==> config.mk <==
export PLATFORM = sky130hd
export DESIGN_NAME = uart_cmd_decoder_flat
export DESIGN_NICKNAME = d
export VERILOG_FILES = /design/src/rtl/uart_cmd_decoder_if.sv /design/src/rtl/uart_cmd_decoder.sv /design/src/flat_wrapper.sv
export SDC_FILE = /design/constraint.sdc
export NUM_CORES = 1
export LEC_CHECK = 0
export CAP_MARGIN = 20
export CELL_PAD_IN_SITES_DETAIL_PLACEMENT = 1
export CELL_PAD_IN_SITES_GLOBAL_PLACEMENT = 2
export CORE_MARGIN = 2
export CORE_UTILIZATION = 25
export DETAILED_ROUTE_END_ITERATION = 8
export GPL_TIMING_DRIVEN = 0
export PLACE_DENSITY = 0.52
export SYNTH_ARGS = -nofsm -noshare
export SYNTH_HDL_FRONTEND = slang
export SYNTH_SLANG_ARGS = --single-unit
==> constraint.sdc <==
create_clock -name clk -period 2.65 [get_ports clk]
set_clock_uncertainty 0.05 [all_clocks]
set_input_delay 0.265 -clock clk [delete_from_list [all_inputs] [get_ports clk]]
set_output_delay 0.265 -clock clk [all_outputs]
set_load 0.01 [all_outputs]
==> src/rtl/uart_cmd_decoder_if.sv <==
// RX byte stream in, decoded command pulses out, between uart_rx and the watch controller.
interface uart_cmd_decoder_if;
  logic [7:0] rx_data;
  logic       rx_done;
  logic       cmd_valid;
  logic [2:0] cmd_code;
  logic       cmd_err;
  logic       busy;

  // Drives the byte stream and observes the decoded commands.
  modport master (
    output rx_data,
    output rx_done,
    input  cmd_valid,
    input  cmd_code,
    input  cmd_err,
    input  busy
  );

  // Implemented by the decoder.
  modport slave (
    input  rx_data,
    input  rx_done,
    output cmd_valid,
    output cmd_code,
    output cmd_err,
    output busy
  );
endinterface

==> src/rtl/uart_cmd_decoder.sv <==
// Line assembler and command matcher for ASCII commands received over UART.
//
// state   | meaning
// --------+-------------------------------------------------------------
// IDLE    | line buffer empty; terminators and backspaces are ignored
// COLLECT | at least one character buffered; waiting for CR/LF
// DECODE  | one cycle: match the buffered line and register the result
module uart_cmd_decoder #(
  parameter int MAXLEN = 8
) (
  input logic               clk,
  input logic               rst,
  uart_cmd_decoder_if.slave bus
);

  localparam int CW = $clog2(MAXLEN + 1);

  typedef enum logic [1:0] {IDLE, COLLECT, DECODE} state_t;

  state_t        state_q, state_nxt;
  logic [7:0]    line_q [MAXLEN];
  logic [CW-1:0] count_q;
  logic          ovf_q;

  logic          is_term, is_bs, is_store;
  logic [7:0]    folded;
  logic [2:0]    code_match;

  logic          cmd_valid_q, cmd_err_q, busy_q;
  logic [2:0]    cmd_code_q;
  logic          cmd_valid_nxt, cmd_err_nxt;
  logic [2:0]    cmd_code_nxt;

  // Classify the incoming byte and fold upper case to lower case.
  always_comb begin
    is_term  = bus.rx_done && (bus.rx_data == 8'h0D || bus.rx_data == 8'h0A);
    is_bs    = bus.rx_done && (bus.rx_data == 8'h08);
    is_store = bus.rx_done && !is_term && !is_bs;
    folded   = bus.rx_data;
    if (bus.rx_data >= 8'h41 && bus.rx_data <= 8'h5A) folded = bus.rx_data + 8'h20;
  end

  // State register.
  always_ff @(posedge clk or negedge rst) begin
    if (!rst) state_q <= IDLE;
    else      state_q <= state_nxt;
  end

  // Next-state logic; a backspace that empties the line returns to IDLE.
  always_comb begin
    state_nxt = state_q;
    case (state_q)
      IDLE:    if (is_store) state_nxt = COLLECT;
      COLLECT: begin
        if (is_term)                              state_nxt = DECODE;
        else if (is_bs && count_q == CW'(1))      state_nxt = IDLE;
      end
      DECODE:  state_nxt = IDLE;
      default: state_nxt = IDLE;
    endcase
  end

  // Character count and sticky overflow flag; bytes arriving during DECODE are dropped.
  always_ff @(posedge clk or negedge rst) begin
    if (!rst) begin
      count_q <= '0;
      ovf_q   <= 1'b0;
    end else begin
      case (state_q)
        IDLE: begin
          if (is_store) count_q <= CW'(1);
        end
        COLLECT: begin
          if (is_store) begin
            if (count_q == CW'(MAXLEN)) ovf_q   <= 1'b1;
            else                        count_q <= count_q + CW'(1);
          end else if (is_bs && count_q != '0) begin
            count_q <= count_q - CW'(1);
          end
        end
        DECODE: begin
          count_q <= '0;
          ovf_q   <= 1'b0;
        end
        default: begin
          count_q <= '0;
          ovf_q   <= 1'b0;
        end
      endcase
    end
  end

  // Buffer storage; contents are don't-care after reset, so no reset branch.
  always_ff @(posedge clk) begin
    if (is_store && state_q != DECODE) begin
      for (int i = 0; i < MAXLEN; i++) begin
        if (count_q == CW'(i)) line_q[i] <= folded;
      end
    end
  end

  // Exact match of the buffered line against the command set.
  always_comb begin
    code_match = 3'd0;
    if (count_q == CW'(3) && line_q[0] == "r" && line_q[1] == "u" && line_q[2] == "n")
      code_match = 3'd1;
    else if (count_q == CW'(4) && line_q[0] == "s" && line_q[1] == "t" &&
             line_q[2] == "o" && line_q[3] == "p")
      code_match = 3'd2;
    else if (count_q == CW'(5) && line_q[0] == "c" && line_q[1] == "l" &&
             line_q[2] == "e" && line_q[3] == "a" && line_q[4] == "r")
      code_match = 3'd3;
    else if (count_q == CW'(4) && line_q[0] == "m" && line_q[1] == "o" &&
             line_q[2] == "d" && line_q[3] == "e")
      code_match = 3'd4;
  end

  // Output decode: pulses only out of DECODE, code held otherwise.
  always_comb begin
    cmd_valid_nxt = 1'b0;
    cmd_err_nxt   = 1'b0;
    cmd_code_nxt  = cmd_code_q;
    if (state_q == DECODE) begin
      if (!ovf_q && code_match != 3'd0) begin
        cmd_valid_nxt = 1'b1;
        cmd_code_nxt  = code_match;
      end else begin
        cmd_err_nxt  = 1'b1;
        cmd_code_nxt = 3'd0;
      end
    end
  end

  // Output registers; busy follows the next state so it drops with the result pulse.
  always_ff @(posedge clk or negedge rst) begin
    if (!rst) begin
      cmd_valid_q <= 1'b0;
      cmd_err_q   <= 1'b0;
      cmd_code_q  <= 3'd0;
      busy_q      <= 1'b0;
    end else begin
      cmd_valid_q <= cmd_valid_nxt;
      cmd_err_q   <= cmd_err_nxt;
      cmd_code_q  <= cmd_code_nxt;
      busy_q      <= (state_nxt != IDLE);
    end
  end

  assign bus.cmd_valid = cmd_valid_q;
  assign bus.cmd_err   = cmd_err_q;
  assign bus.cmd_code  = cmd_code_q;
  assign bus.busy      = busy_q;

endmodule

==> src/flat_wrapper.sv <==
// flat-port wrapper written by rule: the top's interface ports become plain ports
module uart_cmd_decoder_flat 
#(
  parameter int MAXLEN = 8
)
  (clk, rst, bus_rx_data, bus_rx_done, bus_cmd_valid, bus_cmd_code, bus_cmd_err, bus_busy);
  uart_cmd_decoder_if bus_i ();
  input logic clk;
  input logic rst;
  input wire logic [$bits(bus_i.rx_data)-1:0] bus_rx_data;
  input wire logic [$bits(bus_i.rx_done)-1:0] bus_rx_done;
  output wire logic [$bits(bus_i.cmd_valid)-1:0] bus_cmd_valid;
  output wire logic [$bits(bus_i.cmd_code)-1:0] bus_cmd_code;
  output wire logic [$bits(bus_i.cmd_err)-1:0] bus_cmd_err;
  output wire logic [$bits(bus_i.busy)-1:0] bus_busy;
  assign bus_i.rx_data = bus_rx_data;
  assign bus_i.rx_done = bus_rx_done;
  assign bus_cmd_valid = bus_i.cmd_valid;
  assign bus_cmd_code = bus_i.cmd_code;
  assign bus_cmd_err = bus_i.cmd_err;
  assign bus_busy = bus_i.busy;
  uart_cmd_decoder #(.MAXLEN(MAXLEN)) u_core (.clk(clk), .rst(rst), .bus(bus_i));
endmodule
==> parameters.txt <==
Parameter                              Value

Status
  Run status ... completed

GRT
  Number of antenna violations at the first check in global routing ... 0
  Global-route wire length before repair ... 9080 µm
  Global-route congestion overflow total ... 0
  Largest net degree at the start of global routing ... 20
  Total GRT Usage ... 11.9%
  Vias in the first global route ... 1,680

STA
  Worst relative slew slack ... 53.7%
  Number of setup violations in the final report ... 0
  Slew Limit Fails ... 0
  Final hold slack ... 291 ps
  Hold violation total from the final report ... 0
  Min cycle time layout ... 2540 ps
  Maximum clock rate ... 0.393 GHz
  Transition at the pin with the smallest max-transition slack ... 688 ps
  Setup repair after global routing missed its margin ... no
  Final critical-path share of the clock period ... 95.9%

Synthesis
  Area share of the largest cell type after synthesis ... 50.3%
  Top cell type by total area after synthesis ... edfxtp_1
  Ranking of synthesized cells by area ... edfxtp_1 50%, dfrtp_1 14%, ha_1 2.6%, a21o_1 1.9%, nor2_1 1.9%
  Unique masters post-synth ... 51
  Average footprint of a synthesized cell ... 14.1 µm²
  Synthesized instance count ... 169
  Count of synthesis-stage warnings from yosys ... 0
  Post-Syn Nets ... 185
  Sequential share of the synthesized area ... 64.0%
  Number of enable flip-flop cells after synthesis ... 40
  Number of synthesized register bits ... 53
  Fraction of synthesis flops using an asynchronous set or reset pin ... 24.5%
  Total standard cell area after synthesis ... 2390 µm²
  Synth Flop Type ... edfxtp_1

Power
  Leakage power summed over all cells ... 0.962 nW
  VDD IR-drop max ... 0.209 mV
  Total power divided by cell area ... 646 nW/µm²

Routing
  Total Routed Length ... 5600 µm
  Post-DR wirelength/cell ... 17.4 µm
  Post-DR vias/cell ... 4.68
  Via total after detailed routing ... 1,508
  Post-detailed-route DRC marker count ... 0
  Number of optimization iterations in the first detailed-route pass ... 4
  Routed Antenna Nets ... 0
  Iteration-0 DRC Markers ... 37

Placement
  Half-perimeter wire length after detailed placement ... 4250 µm
  Count of port buffers added during placement ... 16
  Placer Congestion ... 0.782
  Placed Cells incl. Taps ... 314

Critical path
  Critical-path cell list ... clkdlybuf4s50_1, and3b_1, o211ai_2, and2_2, and3_1, and2_1
  Critical Setup Path Class ... input port to register
  Reg-to-reg critical path endpoint ... u_core.bus.cmd_valid$_DFF_PN0_
  Type of element launching the critical path ... input port
  Worst r2r path cells ... 7
  Setup slack of the most critical reg-to-reg path ... 420 ps
  Critical path capture point type ... register
  Data arrival time of the critical path ... 2460 ps
  Crit-path slowest cell ... clkdlybuf4s50_1
  Slowest stage delay, CP ... 640 ps
  Reg-to-Reg Start ... u_core.count_q[0]$_DFFE_PN0P_
  Data required time of the critical path ... 2560 ps
  First element of the critical path ... bus_rx_data[0]
  Largest driver fanout on the critical path ... 9
  Capture point of the critical path ... u_core.line_q[0][4]$_DFFE_PP_

Hold path
  Worst hold-check path type ... input port to async pin

Clocking
  Clock tree buffer depth ... 2
  Clock-pin slew on the worst setup and hold paths ... 110 ps
  Hold buffer count at cts ... 0
  CTS root buffer ... clkbuf_8
  Skew-Pair Late Insertion Delay ... 310 ps
  Clock tree from TritonCTS ... yes
  Number of sinks on the clock net ... 53
  Total CTS buffers ... 5
  Level count of the clock H-tree ... 2

Flow run
  Number of max-capacitance violations reported ... 0

Floorplanning
  Initial Utilization ... 25.8%
  DIE HEIGHT ... 102 µm
  DIE AREA ... 10,300 µm²
  Die boundary width ... 102 µm
  Core area ... 9240 µm²
  Num ports ... 17
  FP Rows ... 35

Layout
  Layout Area Growth over Synthesis ... 18.0%
  Share of post-route cells with drive strength above 1 ... 13.5%
  Net count reported at finish ... 208
  Post-route insts no fill ... 322
  Total inserted antenna cells ... 0
==> cell usage in the layout (no fill, tap or decap), drive strengths merged, types with 4 or more instances in the layout <==
cell type | Yosys | routed
edfxtp | 40 | 40
clkdlybuf4s50 | 0 | 15
dfrtp | 13 | 13
nor2 | 12 | 12
inv | 6 | 8
nand2 | 7 | 7
nor3 | 7 | 7
and2 | 7 | 7
a21o | 6 | 6
clkbuf | 1 | 6
a31oi | 5 | 5
nand4b | 5 | 5
ha | 5 | 5
nand3 | 4 | 4
nor4 | 4 | 4
==> worst min-delay path by stage <==
| stage | start | endpoint | slack (ps) |
|---|---|---|---|
| finish | rst | u_core.count_q[1]$_DFFE_PN0P_ | 290 |
| global route | rst | u_core.bus.cmd_code[1]$_DFFE_PN0P_ | 330 |
| CTS | rst | u_core.count_q[0]$_DFFE_PN0P_ | 310 |
| detailed placement | u_core.bus.cmd_code[2]$_DFFE_PN0P_ | u_core.bus.cmd_code[2]$_DFFE_PN0P_ | 480 |
| global placement | u_core.bus.cmd_code[2]$_DFFE_PN0P_ | u_core.bus.cmd_code[2]$_DFFE_PN0P_ | 430 |
| floorplan | rst | u_core.bus.busy$_DFF_PN0_ | -80 |
==> report_power, final <==
part,internal (mW),leakage (nW),switching [mW]
sequential,0.948,0.514,0.0641
combinational,0.141,0.397,0.181
clock,0.198,0.0506,0.286
==> metrics by stage <==
| stage | util [%] | setup WS, ps | TNS, ps | area, µm² | power (mW) |
|---|---|---|---|---|---|
| 6_report | 30.5 | 107 | 0 | 2820 | 1.82 |
| 4_1_cts | 30.4 | 20.3 | 0 | 2810 | 1.84 |
| 3_3_place_gp | 29.3 | -427 | -13340 | 2710 | 1.34 |
| 3_5_place_dp | 29.3 | -489 | -14610 | 2710 | 1.36 |
| 2_1_floorplan | - | 652 | 0 | 2390 | 1.23 |
| 5_1_grt | 30.5 | 7.63 | 0 | 2820 | 1.91 |
==> layout make-up <==
cell class / count / area (µm²)
Clock inverter: 3 / 28.8
Buffer: 1 / 13.8
Inverter: 6 / 22.5
Timing Repair Buffer: 16 / 163
Tap cell: 129 / 161
Clock buffer: 5 / 68.8
Multi-Input combinational cell: 109 / 831
Sequential cell: 53 / 1530
Fill cell: 988 / 6420
==> synth_stat cells, drive strengths merged (2+ instances only) <==
cell type and n:
nor3 7, a2111oi 3, nor3b 2, nand4 2, a31oi 5, a21boi 2, nand4b 5, a21oi 2
and2 7, edfxtp 40, nand3 4, dfrtp 13, nor2 12, nor4 4, nand2 7, nand2b 3
inv 6, or2 2, a21o 6, ha 5, nand3b 3, or3 2, nor4b 3, nand4bb 2
nor4bb 3
==> registers in the layout, indices dropped and copies added (netlist names) <==
name	count
u_core.line_q	40
u_core.count_q	4
u_core.bus.cmd_code	3
u_core.state_q	2
u_core.bus.busy	1
u_core.bus.cmd_err	1
u_core.bus.cmd_valid	1
u_core.ovf_q	1
==> what timing repair did <==
action,4_1_cts,5_1_grt
gates resized for setup,2,2
setup endpoints to repair,16,37
setup buffers,0,0
==> critical path: cells and delay by family <==
family / cells / cell delay (ps)
AO/OA/AOI/OAI: 1 / 330
buffers and inverters: 1 / 640
AND/OR/NAND/NOR: 4 / 1220
==> metal layers <==
layer | GRT usage (%) | up-vias | part of all wire (%)
met3 | 2.14 | 8 | 2.2
met4 | 4.16 | 0 | 1.9
met5 | 0 | - | 0
met1 | 14.8 | 765 | 46
li1 | - | 710 | -
met2 | 20.8 | 25 | 50
==> cells by family after synthesis <==
logic type               synth area share, %
XOR/XNOR                               0.367
AO/OA/AOI/OAI                           10.5
adder cells (fa/ha/maj)                 2.62
AND/OR/NAND/NOR                         21.0
buffers and inverters                   1.52
flip-flops                              64.0
No activity file was read; power rests on OpenSTA's default activity.
